===== src/rtl/apb_arb_pkg.sv =====
// Shared types for the APB arbitrating master: FSM state encoding and the
// latched request record.
package apb_arb_pkg;

  localparam int APB_ADDR_W = 8;
  localparam int APB_DATA_W = 32;

  typedef enum logic [1:0] {
    ST_IDLE   = 2'd0,
    ST_SETUP  = 2'd1,
    ST_ACCESS = 2'd2
  } apb_state_e;

  typedef struct packed {
    logic                  write;
    logic [APB_ADDR_W-1:0] addr;
    logic [APB_DATA_W-1:0] wdata;
  } apb_req_t;

  // The bus is word addressed; the two byte-lane bits are always driven low.
  function automatic logic [APB_ADDR_W-1:0] word_align(input logic [APB_ADDR_W-1:0] a);
    return {a[APB_ADDR_W-1:2], 2'b00};
  endfunction

endpackage


===== src/rtl/apb_if.sv =====
// Plain APB signal bundle with master and slave views.
interface apb_if #(
  parameter int AW = 8,
  parameter int DW = 32
);
  logic [AW-1:0] paddr;
  logic          psel;
  logic          penable;
  logic          pwrite;
  logic [DW-1:0] pwdata;
  logic [DW-1:0] prdata;
  logic          pready;
  logic          pslverr;

  modport master (
    output paddr, psel, penable, pwrite, pwdata,
    input  prdata, pready, pslverr
  );

  modport slave (
    input  paddr, psel, penable, pwrite, pwdata,
    output prdata, pready, pslverr
  );
endinterface


===== src/rtl/apb_arb_master_rr_arbiter.sv =====
// Round-robin arbiter: searches from last_grant+1 (mod N) for the first
// requester that is pending and not masked. last_grant moves only on advance.
module rr_arbiter #(
  parameter  int N     = 2,
  localparam int IDX_W = (N > 1) ? $clog2(N) : 1
) (
  input  logic             pclk,
  input  logic             presetn,
  input  logic [N-1:0]     req,
  input  logic [N-1:0]     mask,
  input  logic             advance,
  output logic [N-1:0]     grant,
  output logic [IDX_W-1:0] grant_idx
);

  logic [IDX_W-1:0] last_q, last_d;
  logic [IDX_W-1:0] cand;
  logic [N-1:0]     elig;

  function automatic logic [IDX_W-1:0] wrap_idx(input int v);
    return IDX_W'(v % N);
  endfunction

  assign elig = req & ~mask;

  // Walk offsets from farthest to nearest so the nearest eligible index wins.
  always_comb begin
    grant     = '0;
    grant_idx = '0;
    cand      = '0;
    for (int k = N; k >= 1; k--) begin
      cand = wrap_idx(int'(last_q) + k);
      if (elig[cand]) begin
        grant       = '0;
        grant[cand] = 1'b1;
        grant_idx   = cand;
      end
    end
  end

  // Remember the winner only when the grant is actually taken.
  always_comb begin
    last_d = last_q;
    if (advance) last_d = grant_idx;
  end

  // Reset to N-1 so requester 0 is first in line.
  always_ff @(posedge pclk) begin
    if (!presetn) last_q <= IDX_W'(N - 1);
    else          last_q <= last_d;
  end

endmodule


===== src/rtl/apb_arb_master.sv =====
// Shares one APB bus among N_REQ single-word requesters.
//
//   state     | meaning
//   ----------+-----------------------------------------------------------
//   ST_IDLE   | bus idle; grant an eligible requester and latch its fields
//   ST_SETUP  | psel=1, penable=0; always moves to ACCESS
//   ST_ACCESS | psel=1, penable=1; wait for pready or timeout
module apb_arb_master
  import apb_arb_pkg::*;
#(
  parameter int N_REQ          = 2,
  parameter int BUS_ADDR_WIDTH = APB_ADDR_W,
  parameter int BUS_DATA_WIDTH = APB_DATA_W,
  parameter int TIMEOUT        = 16
) (
  input  logic                                  pclk,
  input  logic                                  presetn,
  apb_if.master                                 apb,
  input  logic [N_REQ-1:0]                      req_valid,
  input  logic [N_REQ-1:0]                      req_write,
  input  logic [N_REQ-1:0][BUS_ADDR_WIDTH-1:0]  req_addr,
  input  logic [N_REQ-1:0][BUS_DATA_WIDTH-1:0]  req_wdata,
  output logic [N_REQ-1:0]                      rsp_done,
  output logic [BUS_DATA_WIDTH-1:0]             rsp_rdata,
  output logic                                  rsp_err,
  output logic                                  busy
);

  localparam int IDX_W   = (N_REQ > 1) ? $clog2(N_REQ) : 1;
  localparam int CNT_W   = (TIMEOUT > 1) ? $clog2(TIMEOUT) : 1;
  localparam int TO_LAST = (TIMEOUT > 0) ? TIMEOUT - 1 : 0;

  apb_state_e                state_q, state_d;
  apb_req_t                  req_q, req_d;
  logic [IDX_W-1:0]          gidx_q, gidx_d;
  logic [CNT_W-1:0]          cnt_q, cnt_d;
  logic [N_REQ-1:0]          done_q, done_d;
  logic [BUS_DATA_WIDTH-1:0] rdata_q, rdata_d;
  logic                      err_q, err_d;

  logic [N_REQ-1:0]          arb_grant;
  logic [IDX_W-1:0]          arb_idx;
  logic                      arb_advance;
  logic                      timed_out;

  // The requester just completed is masked for one IDLE cycle so its
  // still-high req_valid cannot re-issue the finished transfer.
  rr_arbiter #(.N(N_REQ)) u_arb (
    .pclk      (pclk),
    .presetn   (presetn),
    .req       (req_valid),
    .mask      (done_q),
    .advance   (arb_advance),
    .grant     (arb_grant),
    .grant_idx (arb_idx)
  );

  // Counter holds the number of wait cycles already spent; the current
  // wait cycle is the T-th when it reads T-1.
  assign timed_out = (TIMEOUT != 0) && (cnt_q == CNT_W'(TO_LAST));

  // Next-state, latch and response logic.
  always_comb begin
    state_d     = state_q;
    req_d       = req_q;
    gidx_d      = gidx_q;
    cnt_d       = cnt_q;
    done_d      = '0;
    rdata_d     = '0;
    err_d       = 1'b0;
    arb_advance = 1'b0;
    unique case (state_q)
      ST_IDLE: begin
        if (|arb_grant) begin
          arb_advance = 1'b1;
          gidx_d      = arb_idx;
          req_d.write = req_write[arb_idx];
          req_d.addr  = word_align(req_addr[arb_idx]);
          req_d.wdata = req_wdata[arb_idx];
          state_d     = ST_SETUP;
        end
      end
      ST_SETUP: begin
        cnt_d   = '0;
        state_d = ST_ACCESS;
      end
      ST_ACCESS: begin
        if (apb.pready) begin
          done_d[gidx_q] = 1'b1;
          err_d          = apb.pslverr;
          rdata_d        = req_q.write ? '0 : apb.prdata;
          state_d        = ST_IDLE;
        end else if (timed_out) begin
          done_d[gidx_q] = 1'b1;
          err_d          = 1'b1;
          state_d        = ST_IDLE;
        end else begin
          cnt_d = cnt_q + CNT_W'(1);
        end
      end
      default: state_d = ST_IDLE;
    endcase
  end

  // State and datapath registers with synchronous reset.
  always_ff @(posedge pclk) begin
    if (!presetn) begin
      state_q <= ST_IDLE;
      req_q   <= '0;
      gidx_q  <= '0;
      cnt_q   <= '0;
      done_q  <= '0;
      rdata_q <= '0;
      err_q   <= 1'b0;
    end else begin
      state_q <= state_d;
      req_q   <= req_d;
      gidx_q  <= gidx_d;
      cnt_q   <= cnt_d;
      done_q  <= done_d;
      rdata_q <= rdata_d;
      err_q   <= err_d;
    end
  end

  assign apb.paddr   = req_q.addr;
  assign apb.psel    = (state_q != ST_IDLE);
  assign apb.penable = (state_q == ST_ACCESS);
  assign apb.pwrite  = req_q.write;
  assign apb.pwdata  = req_q.wdata;

  assign rsp_done  = done_q;
  assign rsp_rdata = rdata_q;
  assign rsp_err   = err_q;
  assign busy      = (state_q != ST_IDLE);

endmodule


===== src/flat_wrapper.sv =====
// flat-port wrapper written by rule: the top's interface ports become plain ports
module apb_arb_master_flat import apb_arb_pkg::*;
#(
  parameter int N_REQ          = 2,
  parameter int BUS_ADDR_WIDTH = APB_ADDR_W,
  parameter int BUS_DATA_WIDTH = APB_DATA_W,
  parameter int TIMEOUT        = 16
)
  (pclk, presetn, req_valid, req_write, req_addr, req_wdata, rsp_done, rsp_rdata, rsp_err, busy, apb_paddr, apb_psel, apb_penable, apb_pwrite, apb_pwdata, apb_prdata, apb_pready, apb_pslverr);
  apb_if #(.AW((8)), .DW((32))) apb_i ();
  input  logic pclk;
  input  logic presetn;
  input  logic [N_REQ-1:0] req_valid;
  input  logic [N_REQ-1:0] req_write;
  input  logic [N_REQ-1:0][BUS_ADDR_WIDTH-1:0] req_addr;
  input  logic [N_REQ-1:0][BUS_DATA_WIDTH-1:0] req_wdata;
  output logic [N_REQ-1:0] rsp_done;
  output logic [BUS_DATA_WIDTH-1:0] rsp_rdata;
  output logic rsp_err;
  output logic busy;
  output wire logic [$bits(apb_i.paddr)-1:0] apb_paddr;
  output wire logic [$bits(apb_i.psel)-1:0] apb_psel;
  output wire logic [$bits(apb_i.penable)-1:0] apb_penable;
  output wire logic [$bits(apb_i.pwrite)-1:0] apb_pwrite;
  output wire logic [$bits(apb_i.pwdata)-1:0] apb_pwdata;
  input wire logic [$bits(apb_i.prdata)-1:0] apb_prdata;
  input wire logic [$bits(apb_i.pready)-1:0] apb_pready;
  input wire logic [$bits(apb_i.pslverr)-1:0] apb_pslverr;
  assign apb_paddr = apb_i.paddr;
  assign apb_psel = apb_i.psel;
  assign apb_penable = apb_i.penable;
  assign apb_pwrite = apb_i.pwrite;
  assign apb_pwdata = apb_i.pwdata;
  assign apb_i.prdata = apb_prdata;
  assign apb_i.pready = apb_pready;
  assign apb_i.pslverr = apb_pslverr;
  apb_arb_master #(.N_REQ(N_REQ), .BUS_ADDR_WIDTH(BUS_ADDR_WIDTH), .BUS_DATA_WIDTH(BUS_DATA_WIDTH), .TIMEOUT(TIMEOUT)) u_core (.pclk(pclk), .presetn(presetn), .apb(apb_i), .req_valid(req_valid), .req_write(req_write), .req_addr(req_addr), .req_wdata(req_wdata), .rsp_done(rsp_done), .rsp_rdata(rsp_rdata), .rsp_err(rsp_err), .busy(busy));
endmodule

===== config.mk =====
export PLATFORM = sky130hd
export DESIGN_NAME = apb_arb_master_flat
export DESIGN_NICKNAME = d
export VERILOG_FILES = /design/src/rtl/apb_arb_pkg.sv /design/src/rtl/apb_if.sv /design/src/rtl/apb_arb_master_rr_arbiter.sv /design/src/rtl/apb_arb_master.sv /design/src/flat_wrapper.sv
export SDC_FILE = /design/constraint.sdc
export NUM_CORES = 1
export LEC_CHECK = 0
export ABC_AREA = 1
export CAP_MARGIN = 10
export CORE_MARGIN = 2
export CORE_UTILIZATION = 29
export DETAILED_ROUTE_END_ITERATION = 8
export PLACE_DENSITY = 0.66
export SLEW_MARGIN = 20
export SYNTH_ARGS = -nofsm -noshare
export SYNTH_HDL_FRONTEND = slang
export SYNTH_SLANG_ARGS = --single-unit
export TNS_END_PERCENT = 1

===== constraint.sdc =====
create_clock -name pclk -period 1.12 [get_ports pclk]
set_clock_uncertainty 0.05 [all_clocks]
set_input_delay 0.112 -clock pclk [delete_from_list [all_inputs] [get_ports pclk]]
set_output_delay 0.112 -clock pclk [all_outputs]
set_load 0.02 [all_outputs]

**After elaboration in Yosys (flattened, before gate mapping)**

Cells that the tools add are included.

- Input port bits: 120
- Register bits after elaboration: 82
- Word-level logic and storage cells: 77
- Output and inout bits: 79

- $add $sub $neg: 3
- Magnitude comparators: 7
- Reduce and logical (&&, ||, !) cells: 12
- Muxes and demuxes: 33
- Bitwise gates (word level): 5
- Eq/ne operators: 7

Operators with widths:

| kind | number |
|---|---|
| 2-to-1 mux 32 bit | 2 |
| 2-to-1 mux 8 bit | 2 |
| 2-to-1 mux 1 bit | 15 |
| 2-to-1 mux 2 bit | 7 |
| < comparator 1 x 2 -> 1 bit (second input constant) | 4 |
| 2-to-1 mux 4 bit | 2 |
| one-hot mux 4 bit (2 select lines) | 1 |
| one-hot mux 2 bit (3 select lines) | 1 |
| AND reduction 2 bit | 3 |
| adder 4 x 1 -> 4 bit (second input constant) | 1 |
| equality test 4 bit (second input constant) | 1 |
| != test 2 bit (second input constant) | 2 |
| nonzero test 2 bit | 2 |
| OR reduction 4 bit | 1 |
| demux 1 bit (select 1 bit) | 3 |
| >= comparator 1 bit (second input constant) | 3 |
| logical AND 1 bit | 3 |
| != test 3 x 1 -> 1 bit (second input constant) | 1 |
| inverter 1 bit | 3 |
| AND reduction 3 bit | 1 |
| adder 1 bit (second input constant) | 2 |
| AND 2 bit | 1 |
| equality test 2 x 1 -> 1 bit (second input constant) | 1 |
| equality test 2 bit (second input constant) | 1 |
| other kinds (4) | 4 |

**Longest topological paths before layout**

Gate-level depths: netlist of the first run.

- Word-level depth: 10
- Depth in mapped cells: 10
- Gate-level depth less buffers: 9

**Cells and area by module**

A second synthesis of the first run with hierarchy kept.

- Cells, all modules: 491
- Area total of the unflattened synthesis: 3530.9 um^2

Modules (own cells, without submodules):

| module | times used | seq. area each (um^2) | area each (um^2) | cells each |
|---|---|---|---|---|
| apb_arb_master | 1 | 1621.6 | 3439.5 | 475 |
| rr_arbiter | 1 | 20.0 | 91.3 | 16 |

**Worst setup path before layout of the first run**

Ideal clock, no wire load.

- Path kind: flip-flop to flip-flop
- From: register u_core.done_q[1], in the netlist u_core.rsp_done[1]
- To: register u_core.req_q (netlist bit u_core.apb.paddr[3])
- Buffers on the path: 2
- Library setup time: 0.117 ns
- Path slack: -0.244 ns
- Stages on the path, launching flop included: 10
- Clock period less this slack: 1.364 ns
- Data required time: 0.953 ns
- Arrival time: 1.197 ns
- Path through: dfxtp_1 inv_1 nand2_2 inv_1 buf_4 buf_4 nand3_1 nand2_1 nor2_1 nor2_1

- Word-level cells in the longest chain between the ends: 8
- Elaborated cells between the ends (all ways): 14
- Classes of those cells: mux: 10; bitwise: 2; reduce/logical: 2

RTL lines:

| item | line | text |
|---|---|---|
| start: declaration | apb_arb_master.sv:37 | `logic [N_REQ-1:0] done_q, done_d;` |
| start signal: assignment | apb_arb_master.sv:120 | `done_q <= done_d;` |
| inverter 2 bit * | apb_arb_master_rr_arbiter.sv:24 | `assign elig = req & ~mask;` |
| AND 2 bit * | apb_arb_master_rr_arbiter.sv:24 |  |
| 2-to-1 mux 1 bit (implied by the code) (2 in a row) | apb_arb_master_rr_arbiter.sv:33 | `if (elig[cand]) begin` |
| 2-to-1 mux 1 bit / 2-to-1 mux 2 bit (equally long branches) (2 in a row) | apb_arb_master_rr_arbiter.sv:33 |  |
| 2-to-1 mux 8 bit (implied by the code) / OR reduction 2 bit (equally long branches) | apb_arb_master.sv:78, apb_arb_master.sv:74 |  |
| 2-to-1 mux 8 bit (implied by the code) / AND reduction 2 bit (equally long branches) | - |  |
| end signal: assignment | apb_arb_master.sv:117 | `req_q <= req_d;` |
| end: declaration | apb_arb_master.sv:34 | `apb_req_t req_q, req_d;` |

Every way passes the cells marked *; elsewhere a longest branch is shown, timed or not. The select of a mux whose other input is x is not followed.
A chain may end at the register's enable or synchronous reset.

**Worst setup path after layout of the first run**

- From: register u_core.state_q[0]
- To: register u_core.req_q (netlist bit u_core.apb.pwdata[24])

- Word-level cells in the longest chain between the ends: 2

RTL lines:

| item | line | text |
|---|---|---|
| start: declaration | apb_arb_master.sv:33 | `apb_state_e state_q, state_d;` |
| start signal: assignment | apb_arb_master.sv:116 | `state_q <= state_d;` |
| zero test 2 bit | apb_arb_master.sv:72 | `unique case (state_q)` |
| AND reduction 2 bit (no line) | - |  |

No other way between the ends.

==> results of run 1 <==
-- per-stage QoR --
stage / TNS, ps / total power [uW]
after floorplan: -4954 / 4350
after global placement: -22700 / 5323
after detailed placement: -25270 / 5352
after CTS: -7525 / 8337
after global routing: -12890 / 8803
final: -6601 / 8391
-- registers in the layout, summed over array words and instances (netlist names) --
| signal | count |
|---|---|
| u_core.apb.paddr | 6 |
| u_core.rsp_err | 1 |
| u_core.apb.pwrite | 1 |
| u_core.state_q | 2 |
| u_core.rsp_done | 2 |
| u_core.gidx_q | 1 |
| u_core.apb.pwdata | 32 |
| u_core.rsp_rdata | 32 |
| u_core.u_arb.last_q | 1 |
| u_core.cnt_q | 4 |
-- critical path: cells and delay by family, from the launching register on --
| family | cells | cell delay [ps] |
|---|---|---|
| buffers and inverters | 3 | 400 |
| DFF | 1 | 360 |
| and+or+nand+nor | 4 | 250 |
| AOI/OAI and AO/OA | 1 | 130 |
-- layer usage --
layer	vias to the layer above	global-route usage (%)	share of wire, %
met5	-	0	0
met2	155	28.10	49
met3	16	4.463	7.5
met4	0	4.146	1.4
li1	1938	-	-
met1	1699	18.47	42
-- final timing paths --
check | startpoint | endpoint | slack (ps) | depth (start not counted)
worst max-delay path | u_core.state_q[0] | u_core.apb.pwdata[24] | -200 | 8
worst min-delay path | apb_prdata[28] | u_core.rsp_rdata[28] | 240 | 3
worst max register to register | u_core.state_q[0] | u_core.apb.pwdata[24] | -200 | 8
worst min register to register | u_core.gidx_q | u_core.rsp_done[1] | 390 | 2
-- cell type report --
| type | instances | area, sq um |
|---|---|---|
| clock buffers | 10 | 239.0 |
| clock inverters | 6 | 73.82 |
| fillers | 1109 | 5519 |
| inverters | 85 | 329.1 |
| multi-input cells | 315 | 1419 |
| flip-flops and latches | 82 | 1655 |
| well taps | 143 | 178.9 |
| repair buffers | 224 | 2151 |
-- power by group through the flow --
stage | clock [uW] | combinational (uW) | sequential, uW
after floorplan | 0 | 824 | 3530
final | 3030 | 2130 | 3230
after global routing | 3230 | 2320 | 3260
after CTS | 3100 | 2000 | 3230
after global placement | 0 | 2030 | 3290
after detailed placement | 0 | 2060 | 3290
-- cell families after synthesis --
group	count (synthesis)
other	1
buffers and inverters	115
DFF	82
AOI/OAI and AO/OA	49
adders and majority gates	1
and+or+nand+nor	263
-- what timing repair did --
action,CTS,global route
gates resized for setup,221,77
setup buffers,0,3
pin swaps,1,8
setup endpoints to repair,155,126
cloned,0,5
-- synth_stat cells (all sizes together) --
master  count  area, sq um
ha          1        12.51
buf        26        166.4
dfxtp      82         1642
a21oi       9        56.31
o21ai      40        200.2
clkbuf      4        15.01
conb        1        3.750
nand3      45        225.2
nand2      58        230.2
nor2      160        603.1
inv        85        319.1
==> summary.txt, run 1 <==
Clock tree
  – Worst-Skew Late Latency: about 330 ps
  – CTS tree: done
  – Clock buffer depth: 2
  – Clock slew at reported path FFs: 70 ps
  – TritonCTS sink count: 82
  – H-Tree Depth: 3
  – Hold_buf cts: 0
  – Num CTS Buffers: 9
  – Root buffer cell: clkbuf_16

Floorplanning
  – Placement Rows: 39
  – Die Wd: 113.4 um
  – Die H: between 100 and 150 um
  – Io pins: 199
  – Starting Density: 30.03%
  – Die area: 12870 sq um
  – Core Box Area: ~12000 sq um

Yosys
  – Largest family of logic cells by synthesized area: simple AND/OR/NAND/NOR gates
  – Synth Register Bits: 82
  – Syn Inst Count: 511
  – Synth Area in Adders: 0.3602%
  – Post-synthesis mux area share: 0%
  – Yosys warns: 0
  – Post-synthesis xor/xnor area fraction: 0%
  – Mean Syn Cell Area: 6.797 sq um
  – Synth Cell Area: 3473 sq um
  – Seq/Total Area, Yosys: between 40 and 50%
  – Simple-Gate Fraction of Synth Area: 30.48%
  – Yosys cell types: 18
  – Post-synthesis compound-gate area fraction: 7.385%

Placed design
  – Routability cong.: 0.8141
  – Area after DPL: 5663 sq um
  – Place WS: -442.1 ps
  – Post-DP HPWL: 7.519 mm
  – Dpl cells: 841
  – IO Port Bufs: 192

STA
  – Hold Fails Final Rpt: 0
  – Tmin final: about 1300 ps
  – Tcrit/Tclk final: 117.6%
  – Unrepaired setup endpoints after global routing: yes
  – Setup ws final: -197.1 ps
  – Final Max Slew Viols: 0
  – Min Hold Slack: 243.9 ps
  – Final count of negative-setup-slack endpoints: 53
  – FMAX: 759.2 MHz

Route
  – Final ANT Viol Nets: 0
  – DRC errors left: 0
  – 1st-iter DRT viols: 230
  – Per-cell routed wire length: 12.79 um
  – Vias/cell: 4.402
  – Routed WL: 11.06 mm
  – Drt first pass iters: 4
  – Total number of vias: 3808

Cells and area
  – Diode count: 0
  – Layout Cells excl Fill: 865
  – Most frequent cells in the layout: nor2_1 (150), clkdlybuf4s50_1 (115), inv_1 (77), dfxtp_1 (77), nand2_1 (51)
  – Fin nets: approximately 840
  – Most frequent standard cell in the layout excluding fill and tap cells: nor2_1
  – Fraction of layout cells with a size suffix above 1: a little over a fifth
  – Final core occ: 52.28%
  – Post-route cell area: 6046 sq um
  – Synth-to-layout area growth: 74.06%

Power and ir drop
  – Cell Pwr Density: 1388 nW/um^2
  – Net Sw Frac: between 20 and 30%
  – Internal power: 5980 uW
  – Clock share of power: 36.1%
  – NetSw: ~2400 uW
  – Leakage: 0.002901 uW
  – Combinational share of power: 25.4%
  – Peak supply drop: 0.0006397 V
  – Reg power frac: about two fifths

Setup path
  – WP data arrival: around 1500 ps
  – Data required, critical path: about 1300 ps
  – CP Class: flop to flop
  – Worst Path Max Fanout: 28
  – Critical path launch point type: flop
  – Slowest-stage cell, CP: dfxtp_4
  – CP cell instances: inv_2 > nand2_4 > a21oi_4 > buf_12 > clkbuf_16 > nand2_1 > nor2_1 > nor2_1
  – CP dominant cell by count: nor2_1
  – Crit path largest cell delay: 360 ps
  – Crit path capture type: flop

Hold path
  – Min-Delay Path Class: input port to flop

Outcome
  – Violated checks: negative setup slack
  – Outcome: finished with violations

Global route
  – Largest net degree at the start of global routing: 58
  – Initial antenna violation count: 0
  – Total gr overflow: 0
  – Total GRT Usage: 15.71%
  – Vias in the first global route: 3554
  – First-pass GRT wire length: 16.49 mm

Flow run
  – Max Cap Violations: 0
Power figures use the tool's default switching activity.
==> run 2, diff against run 1 <==
--- a/config.mk
+++ b/config.mk
@@ -10,6 +10,7 @@
 export CORE_MARGIN = 2
 export CORE_UTILIZATION = 29
 export DETAILED_ROUTE_END_ITERATION = 8
+export GPL_ROUTABILITY_DRIVEN = 0
 export PLACE_DENSITY = 0.66
 export SLEW_MARGIN = 20
 export SYNTH_ARGS = -nofsm -noshare
==> results of run 2 <==
The final DEF is identical to that of run 1; final timing and power are the same.
==> run 3, diff against run 2 <==
--- a/config.mk
+++ b/config.mk
@@ -12,7 +12,6 @@
 export DETAILED_ROUTE_END_ITERATION = 8
 export GPL_ROUTABILITY_DRIVEN = 0
 export PLACE_DENSITY = 0.66
-export SLEW_MARGIN = 20
 export SYNTH_ARGS = -nofsm -noshare
 export SYNTH_HDL_FRONTEND = slang
 export SYNTH_SLANG_ARGS = --single-unit
==> results of run 3 <==
The final DEF is identical to that of run 1; final timing and power are the same.
